--- src/rtl/wb_regfile_pkg.sv ---
// Shared pipeline package: stage constants and types used by the write-back stage.
//
// Contents:
//   WbWidth    default datapath width for register file and write-back data
//   WbAw       default register address width (2**WbAw registers)
//   ZeroReg    index of the hard-wired zero register
//   RetiredW   width of the committed-write counter
//   wb_sel_e   write-back result source select
package wb_regfile_pkg;

  localparam int unsigned WbWidth  = 32;
  localparam int unsigned WbAw     = 5;
  localparam int unsigned ZeroReg  = 0;
  localparam int unsigned RetiredW = 32;

  // Encoding matches the wb_m2reg bit: 1 selects memory data.
  typedef enum logic [0:0] {
    SelAlu = 1'b0,
    SelMem = 1'b1
  } wb_sel_e;

endpackage

--- src/rtl/regfile_core.sv ---
// Register storage array: one synchronous write port, two asynchronous read ports.
//
// Parameters:
//   WIDTH      register width
//   AW         address width; 2**AW registers
// Ports:
//   clk        clock, writes on rising edge
//   rst        synchronous active-high reset, clears every register
//   we_i       write enable
//   waddr_i    write address
//   wdata_i    write data
//   raddr_a_i  read address, port A
//   raddr_b_i  read address, port B
//   rdata_a_o  read data, port A (combinational)
//   rdata_b_o  read data, port B (combinational)
//
// Register ZeroReg is never written and always reads as zero.
module regfile_core
  import wb_regfile_pkg::*;
#(
  parameter int unsigned WIDTH = WbWidth,
  parameter int unsigned AW    = WbAw
) (
  input  logic             clk,
  input  logic             rst,
  input  logic             we_i,
  input  logic [AW-1:0]    waddr_i,
  input  logic [WIDTH-1:0] wdata_i,
  input  logic [AW-1:0]    raddr_a_i,
  input  logic [AW-1:0]    raddr_b_i,
  output logic [WIDTH-1:0] rdata_a_o,
  output logic [WIDTH-1:0] rdata_b_o
);

  localparam int unsigned Depth = 2 ** AW;
  localparam logic [AW-1:0] ZeroAddr = AW'(ZeroReg);

  logic [WIDTH-1:0] mem_q [Depth];

  always_ff @(posedge clk) begin
    if (rst) begin
      for (int i = 0; i < Depth; i++) begin
        mem_q[i] <= '0;
      end
    end else if (we_i && (waddr_i != ZeroAddr)) begin
      mem_q[waddr_i] <= wdata_i;
    end
  end

  // The zero register is masked on read as well, so it stays zero even if
  // the array were ever loaded by other means.
  always_comb begin
    rdata_a_o = '0;
    rdata_b_o = '0;
    if (raddr_a_i != ZeroAddr) begin
      rdata_a_o = mem_q[raddr_a_i];
    end
    if (raddr_b_i != ZeroAddr) begin
      rdata_b_o = mem_q[raddr_b_i];
    end
  end

endmodule

--- src/rtl/wb_regfile.sv ---
// Write-back stage register file: result select, commit qualification,
// optional write-to-read bypass, retired-write counter and last-write tracking.
//
// Build option:
//   WB_BYPASS_EN  when defined, a pending commit to a register being read is
//                 forwarded to qa/qb in the same cycle; otherwise reads return
//                 the pre-edge register contents.
//
// Parameters:
//   WIDTH     data width
//   AW        register address width
// Ports:
//   clk       clock
//   clrn      synchronous active-high reset
//   wb_wreg   write-back enable
//   wb_m2reg  result select (1 = memory data D, 0 = ALU result WB_Alu)
//   wb_d      destination register
//   D         load data
//   WB_Alu    ALU result
//   stall     blocks the write and all bookkeeping this cycle
//   rna, rnb  read addresses
//   qa, qb    read data (combinational)
//   wb_data   selected write-back value (combinational)
//   retired   count of committed writes, wraps silently
//   last_d    destination of the most recent commit
//   last_v    set once any commit has happened since reset
module wb_regfile
  import wb_regfile_pkg::*;
#(
  parameter int unsigned WIDTH = WbWidth,
  parameter int unsigned AW    = WbAw
) (
  input  logic                clk,
  input  logic                clrn,
  input  logic                wb_wreg,
  input  logic                wb_m2reg,
  input  logic [AW-1:0]       wb_d,
  input  logic [WIDTH-1:0]    D,
  input  logic [WIDTH-1:0]    WB_Alu,
  input  logic                stall,
  input  logic [AW-1:0]       rna,
  input  logic [AW-1:0]       rnb,
  output logic [WIDTH-1:0]    qa,
  output logic [WIDTH-1:0]    qb,
  output logic [WIDTH-1:0]    wb_data,
  output logic [RetiredW-1:0] retired,
  output logic [AW-1:0]       last_d,
  output logic                last_v
);

  localparam logic [AW-1:0] ZeroAddr = AW'(ZeroReg);

  wb_sel_e          wb_sel;
  logic             commit;
  logic [WIDTH-1:0] core_qa;
  logic [WIDTH-1:0] core_qb;

  logic [RetiredW-1:0] retired_q, retired_d;
  logic [AW-1:0]       last_d_q, last_d_d;
  logic                last_v_q, last_v_d;

  // Result select.
  assign wb_sel = wb_sel_e'(wb_m2reg);

  always_comb begin
    wb_data = WB_Alu;
    unique case (wb_sel)
      SelMem:  wb_data = D;
      SelAlu:  wb_data = WB_Alu;
      default: wb_data = WB_Alu;
    endcase
  end

  // A write commits only outside reset, when not stalled and not aimed at r0.
  // A stalled write is simply dropped; the MEM/WB latch re-presents it.
  assign commit = wb_wreg && !stall && (wb_d != ZeroAddr) && !clrn;

  regfile_core #(
    .WIDTH (WIDTH),
    .AW    (AW)
  ) u_core (
    .clk       (clk),
    .rst       (clrn),
    .we_i      (commit),
    .waddr_i   (wb_d),
    .wdata_i   (wb_data),
    .raddr_a_i (rna),
    .raddr_b_i (rnb),
    .rdata_a_o (core_qa),
    .rdata_b_o (core_qb)
  );

`ifdef WB_BYPASS_EN
  // commit already excludes r0, so r0 can never be forwarded.
  always_comb begin
    qa = core_qa;
    qb = core_qb;
    if (commit && (wb_d == rna)) begin
      qa = wb_data;
    end
    if (commit && (wb_d == rnb)) begin
      qb = wb_data;
    end
  end
`else
  always_comb begin
    qa = core_qa;
    qb = core_qb;
  end
`endif

  // Bookkeeping next state: counter wraps naturally at full width.
  always_comb begin
    retired_d = retired_q;
    last_d_d  = last_d_q;
    last_v_d  = last_v_q;
    if (commit) begin
      retired_d = retired_q + 1'b1;
      last_d_d  = wb_d;
      last_v_d  = 1'b1;
    end
  end

  always_ff @(posedge clk) begin
    if (clrn) begin
      retired_q <= '0;
      last_d_q  <= '0;
      last_v_q  <= 1'b0;
    end else begin
      retired_q <= retired_d;
      last_d_q  <= last_d_d;
      last_v_q  <= last_v_d;
    end
  end

  assign retired = retired_q;
  assign last_d  = last_d_q;
  assign last_v  = last_v_q;

endmodule

--- config.mk ---
export PLATFORM = sky130hd
export DESIGN_NAME = wb_regfile
export DESIGN_NICKNAME = d
export VERILOG_FILES = /design/src/rtl/wb_regfile_pkg.sv /design/src/rtl/regfile_core.sv /design/src/rtl/wb_regfile.sv
export SDC_FILE = /design/constraint.sdc
export NUM_CORES = 2
export LEC_CHECK = 0
export CORE_MARGIN = 8
export CORE_UTILIZATION = 35
export DETAILED_ROUTE_END_ITERATION = 10
export HOLD_SLACK_MARGIN = 0.05
export PLACE_DENSITY = 0.62
export SYNTH_ARGS = -nofsm -noshare
export SYNTH_HDL_FRONTEND = slang
export SYNTH_SLANG_ARGS = --single-unit
--- constraint.sdc ---
create_clock -name clk -period 2.4 [get_ports clk]
set_input_delay 0.24 -clock clk [delete_from_list [all_inputs] [get_ports clk]]
set_output_delay 0.24 -clock clk [all_outputs]
set_load 0.05 [all_outputs]
==> reports/results.env <==
YOSYS-TOP-CELLS-AREA='sky130_fd_sc_hd__edfxtp_1 56%, sky130_fd_sc_hd__mux4_2 15%, sky130_fd_sc_hd__nor2_1 7.3%'
FINALWEIGHTEDCONGESTION=0.907
SYNTH_WARNINGS=0
DOMINANT_COMBINATIONAL_CELL_FAMILY_BY_AREA_AFTER_SYNTHESIS='multiplexers'
SYNTH.MUX.AREA_FRACTION=0.228
CELL_LEAKAGE_POWER_nW=25.6
GRT_FIRST_PASS_WIRELENGTH_UM=273000
ANTENNA_DIODE_INSTANCE_COUNT=0
POST_ROUTE_CELLS_DRIVE_ABOVE_1_SHARE=0.353
IO-PIN-COUNT=218
PLACE_INST=6517
CRITPATHKIND='reg -> out'
GLOBAL_ROUTE.OVERFLOW_TOTAL=0
ROUTE.DETAILED.DRC=0
CP_MAX_FO=2
YOSYSSEQAREASHARE=0.577
DRT.ANTENNA.VIOLATING_NETS=0
SYNTHESIS.INSTANCES=4060
POST_LAYOUT_MIN_PERIOD_NS=2.85
DRTITER0DRC=4925
YOSYS.AREA.TOP_TYPE='sky130_fd_sc_hd__edfxtp_1'
MAX-VDD-IR-DROP_mV=0.567
POST_SYNTH_INSTANCE_AREA_MM2=0.0541
ROUTED_WL_UM=190000
PORT_BUFFERS=217
WORST_SLEW_PIN_SLEW_NS=0.925
VIAS_IN_THE_FIRST_GLOBAL_ROUTE=39080
FLOORPLAN.ROWS=144
CRITICAL_PATH.SLOWEST_CELL='sky130_fd_sc_hd__a2111oi_4'
CTS.SINK_COUNT=1051
INITIAL_CORE_UTIL=0.352
ROUTED-VIA-COUNT=38988
DIE_AREA_MM2=0.167
WORST-ENDPOINT-REQUIRED_NS=2.16
FINAL_HOLD_VIOL_COUNT=0
CAP_VIOLATIONS=0
DIE_H_UM=409
FAILED_CHECKS='negative setup slack'
TIMING.FMAX_MHz=351
CRITPATHARRIVALTIME_NS=2.61
FIN_AREA_MM2=0.0706
TRITONCTS='done'
CRITICAL_PATH.MAX_STAGE_DELAY_NS=0.59
MOST_COMMON_CELL_AFTER_LAYOUT_FILL_AND_TAPS_ASIDE='sky130_fd_sc_hd__nor2_1'
SYNTH-ASYNC-RESET-RATIO=0
GRT_START_MAX_NET_PINS=49
SYNTH_TOP_CELL_AREA_SHARE=0.562
RELSLEWSLACK=0.382
SYNTH_EDF_COUNT=1013
VIAS_PER_CELL=5.80
FINAL_CELL_COUNT_NO_FILL=6717
CRITICAL_PATH_BUF_INV_COUNT=2
DIE_SPAN_IN_X_UM=409
SYN2LAYOUT_AREA_GROWTH_PCT=30.5
AVGROUTEDWIREPERCELL_UM=28.3
H-TREE-DEPTH=3
HOLDCRITPATHCLASS='in -> reg'
PATH_CELLS='mux2i_1, a22oi_1, buf_4, nand3_2, o211a_1, a2111oi_4, buf_12'
FINALSETUPVIOLCOUNT=64
RUN_STATUS='finished, violations left'
YOSYS.AREA_SHARE.XOR_XNOR=0.00421
SYN_AVG_CELL_AREA_UM2=13.3
CORE_OUTLINE_AREA_MM2=0.154
CLOCK_PIN_SLEW_OF_THE_REGISTERS_ON_THE_WORST_CASE_SETUP_AND_HOLD_PATHS_NS=0.06
TIMING.CRITICAL_PATH.FROM_TYPE='register'
NUMBER_OF_DISTINCT_STANDARD_CELLS_REFERENCED_BY_THE_SYNTHESIZED_NETLIST=54
POWER_DENSITY_mW_PER_MM2=679
GRT_SETUP_UNREPAIRED='true'
FIRST_PASS_ITERS=8
CTS.ROOT.BUFFER_CELL='sky130_fd_sc_hd__clkbuf_16'
COMMONEST_CELLS_AFTER_ROUTING_FILL_AND_TAPS_ASIDE='1043 x sky130_fd_sc_hd__nor2_1, 1013 x sky130_fd_sc_hd__edfxtp_1, 436 x sky130_fd_sc_hd__buf_4, 363 x sky130_fd_sc_hd__mux4_2, 229 x sky130_fd_sc_hd__mux2i_1'
FINALNETCOUNT=4670
SIMPLE_GATE_SHARE_OF_THE_SYNTHESIZED_AREA=0.0984
CTS_MADE_BUFFERS=108
CLOCK_TREE.BUFFER_DEPTH=3
PRECTSSETUPSLACK_NS=-0.515
GRT_UTIL_ALL_LAYERS=0.219
SYNTH_FF_TYPE='sky130_fd_sc_hd__edfxtp_1'
PLACEDINSTANCEAREA_MM2=0.0652
SYNTH-ADDER-AREA-SHARE=0.000231
SETUP_SLACK_NS=-0.447
SYNTH-COMPOUND-AREA-SHARE=0.0546
FINAL_CYCLE_UTILIZATION_OF_THE_CRITICAL_PATH=1.19
YS_SEQ_ELEMENTS=1051
CRITICAL-PATH-TOP-DELAY-FAMILY='compound AO/OA/AOI/OAI gates'
N_FILL_CELL=13438
WORSTSETUPENDPOINTTYPE='output port'
CLOCK_INSERTION_DELAY_WORST_SKEW_NS=0.71
ANTENNA_FOUND_INITIAL=3
FINAL-MAX-SLEW-VIOLATION-COUNT=0
DPL.HPWL_UM=132000
WORST_CLOCK_SKEW_NS=0.00572
## registers in the layout, summed over array words and instances (netlist names)
name and count:
last_d 5, u_core.mem_q 1013, retired 32, last_v 1
## kinds of logic after synthesis
family | count (synthesis)
flops | 1051
compound gates | 434
fa+ha+maj | 1
buf+inv | 477
mux | 762
xor+xnor | 26
other cells | 1
simple gates | 1308
## final cells by class
class / instances / area, um2 / area share
clock buffers: 129 / 2850 / 0.0403
flip-flops and latches: 1051 / 31200 / 0.442
well taps: 2044 / 2560 / 0.0362
clock inverters: 69 / 767 / 0.0109
repair buffers: 816 / 9340 / 0.132
inverters: 56 / 210 / 0.00298
multi-input cells: 2552 / 23700 / 0.335
## routing by layer
metal  track usage  vias to the layer above  routed length (um)
met1         0.299                    20000               74700
li1              -                    16359                   -
met2         0.350                     2318               88300
met4        0.0722                        0                7070
met3        0.0435                      311               19800
met5             0                        -                   0
## path summary, 6_finish.rpt
kind,cells past startpoint,from,slack [ns],end
worst max-delay path,7,u_core.mem_q[30][13],-0.45,qb[13]
worst min-delay path,4,wb_d[1],0.26,last_d[1]
worst max register to register,5,retired[4],0.39,retired[29]
worst min register to register,2,last_d[1],0.48,last_d[1]
## synthesized netlist by cell type, types with 5 or more instances
cell type and n:
sky130_fd_sc_hd__o21ai_0 61, sky130_fd_sc_hd__o211a_1 25, sky130_fd_sc_hd__a2111oi_0 23, sky130_fd_sc_hd__a21oi_1 86, sky130_fd_sc_hd__nor2b_1 14, sky130_fd_sc_hd__nand2b_1 61, sky130_fd_sc_hd__a22oi_1 112, sky130_fd_sc_hd__nand3_1 48
sky130_fd_sc_hd__buf_4 28, sky130_fd_sc_hd__a221oi_1 19, sky130_fd_sc_hd__buf_2 75, sky130_fd_sc_hd__a31oi_1 38, sky130_fd_sc_hd__mux2i_1 282, sky130_fd_sc_hd__o22a_1 19, sky130_fd_sc_hd__buf_1 17, sky130_fd_sc_hd__mux4_2 363
sky130_fd_sc_hd__o22ai_1 39, sky130_fd_sc_hd__clkbuf_1 289, sky130_fd_sc_hd__dfxtp_1 38, sky130_fd_sc_hd__nand4_1 15, sky130_fd_sc_hd__edfxtp_1 1013, sky130_fd_sc_hd__mux2_2 117, sky130_fd_sc_hd__buf_6 9, sky130_fd_sc_hd__inv_1 56
sky130_fd_sc_hd__nand2_1 84, sky130_fd_sc_hd__and2_1 5, sky130_fd_sc_hd__xor2_1 24, sky130_fd_sc_hd__nor2_1 1050, sky130_fd_sc_hd__and3_1 7
## tightest hold or removal path, stage by stage
cell                              delay, ns
sky130_fd_sc_hd__clkdlybuf4s50_1       0.42
sky130_fd_sc_hd__buf_4                 0.15
sky130_fd_sc_hd__nand2_1               0.05
sky130_fd_sc_hd__a21oi_1               0.05
## stage by stage
stage	TNS [ns]	total power [mW]	hold slack, ns	util
3_5_place_dp	-25.67	30.1	0.463	0.424
4_1_cts	-18.40	47.9	0.211	0.457
3_3_place_gp	-17.35	30.0	0.460	0.424
6_report	-15.72	47.9	0.263	0.459
2_1_floorplan	-1.49	26.0	0.380	-
5_1_grt	-19.99	49.1	0.269	0.459
## power by group
group / internal (mW) / leakage (nW) / switching (mW) / total [mW]
logic: 3.99 / 13.9 / 4.88 / 8.87
registers: 21.0 / 9.94 / 0.486 / 21.5
clock network: 10.1 / 1.77 / 7.38 / 17.5
## what timing repair did
| action | CTS | global route |
|---|---|---|
| hold buffers | 1 | 0 |
| resized for setup | 257 | 65 |
| setup buffers | 14 | 11 |
| pin swaps | 48 | 36 |
| setup endpoints to repair | 64 | 64 |
| hold endpoints to repair | 6 | 0 |
Note: power is estimated with default switching activity, not from simulation.
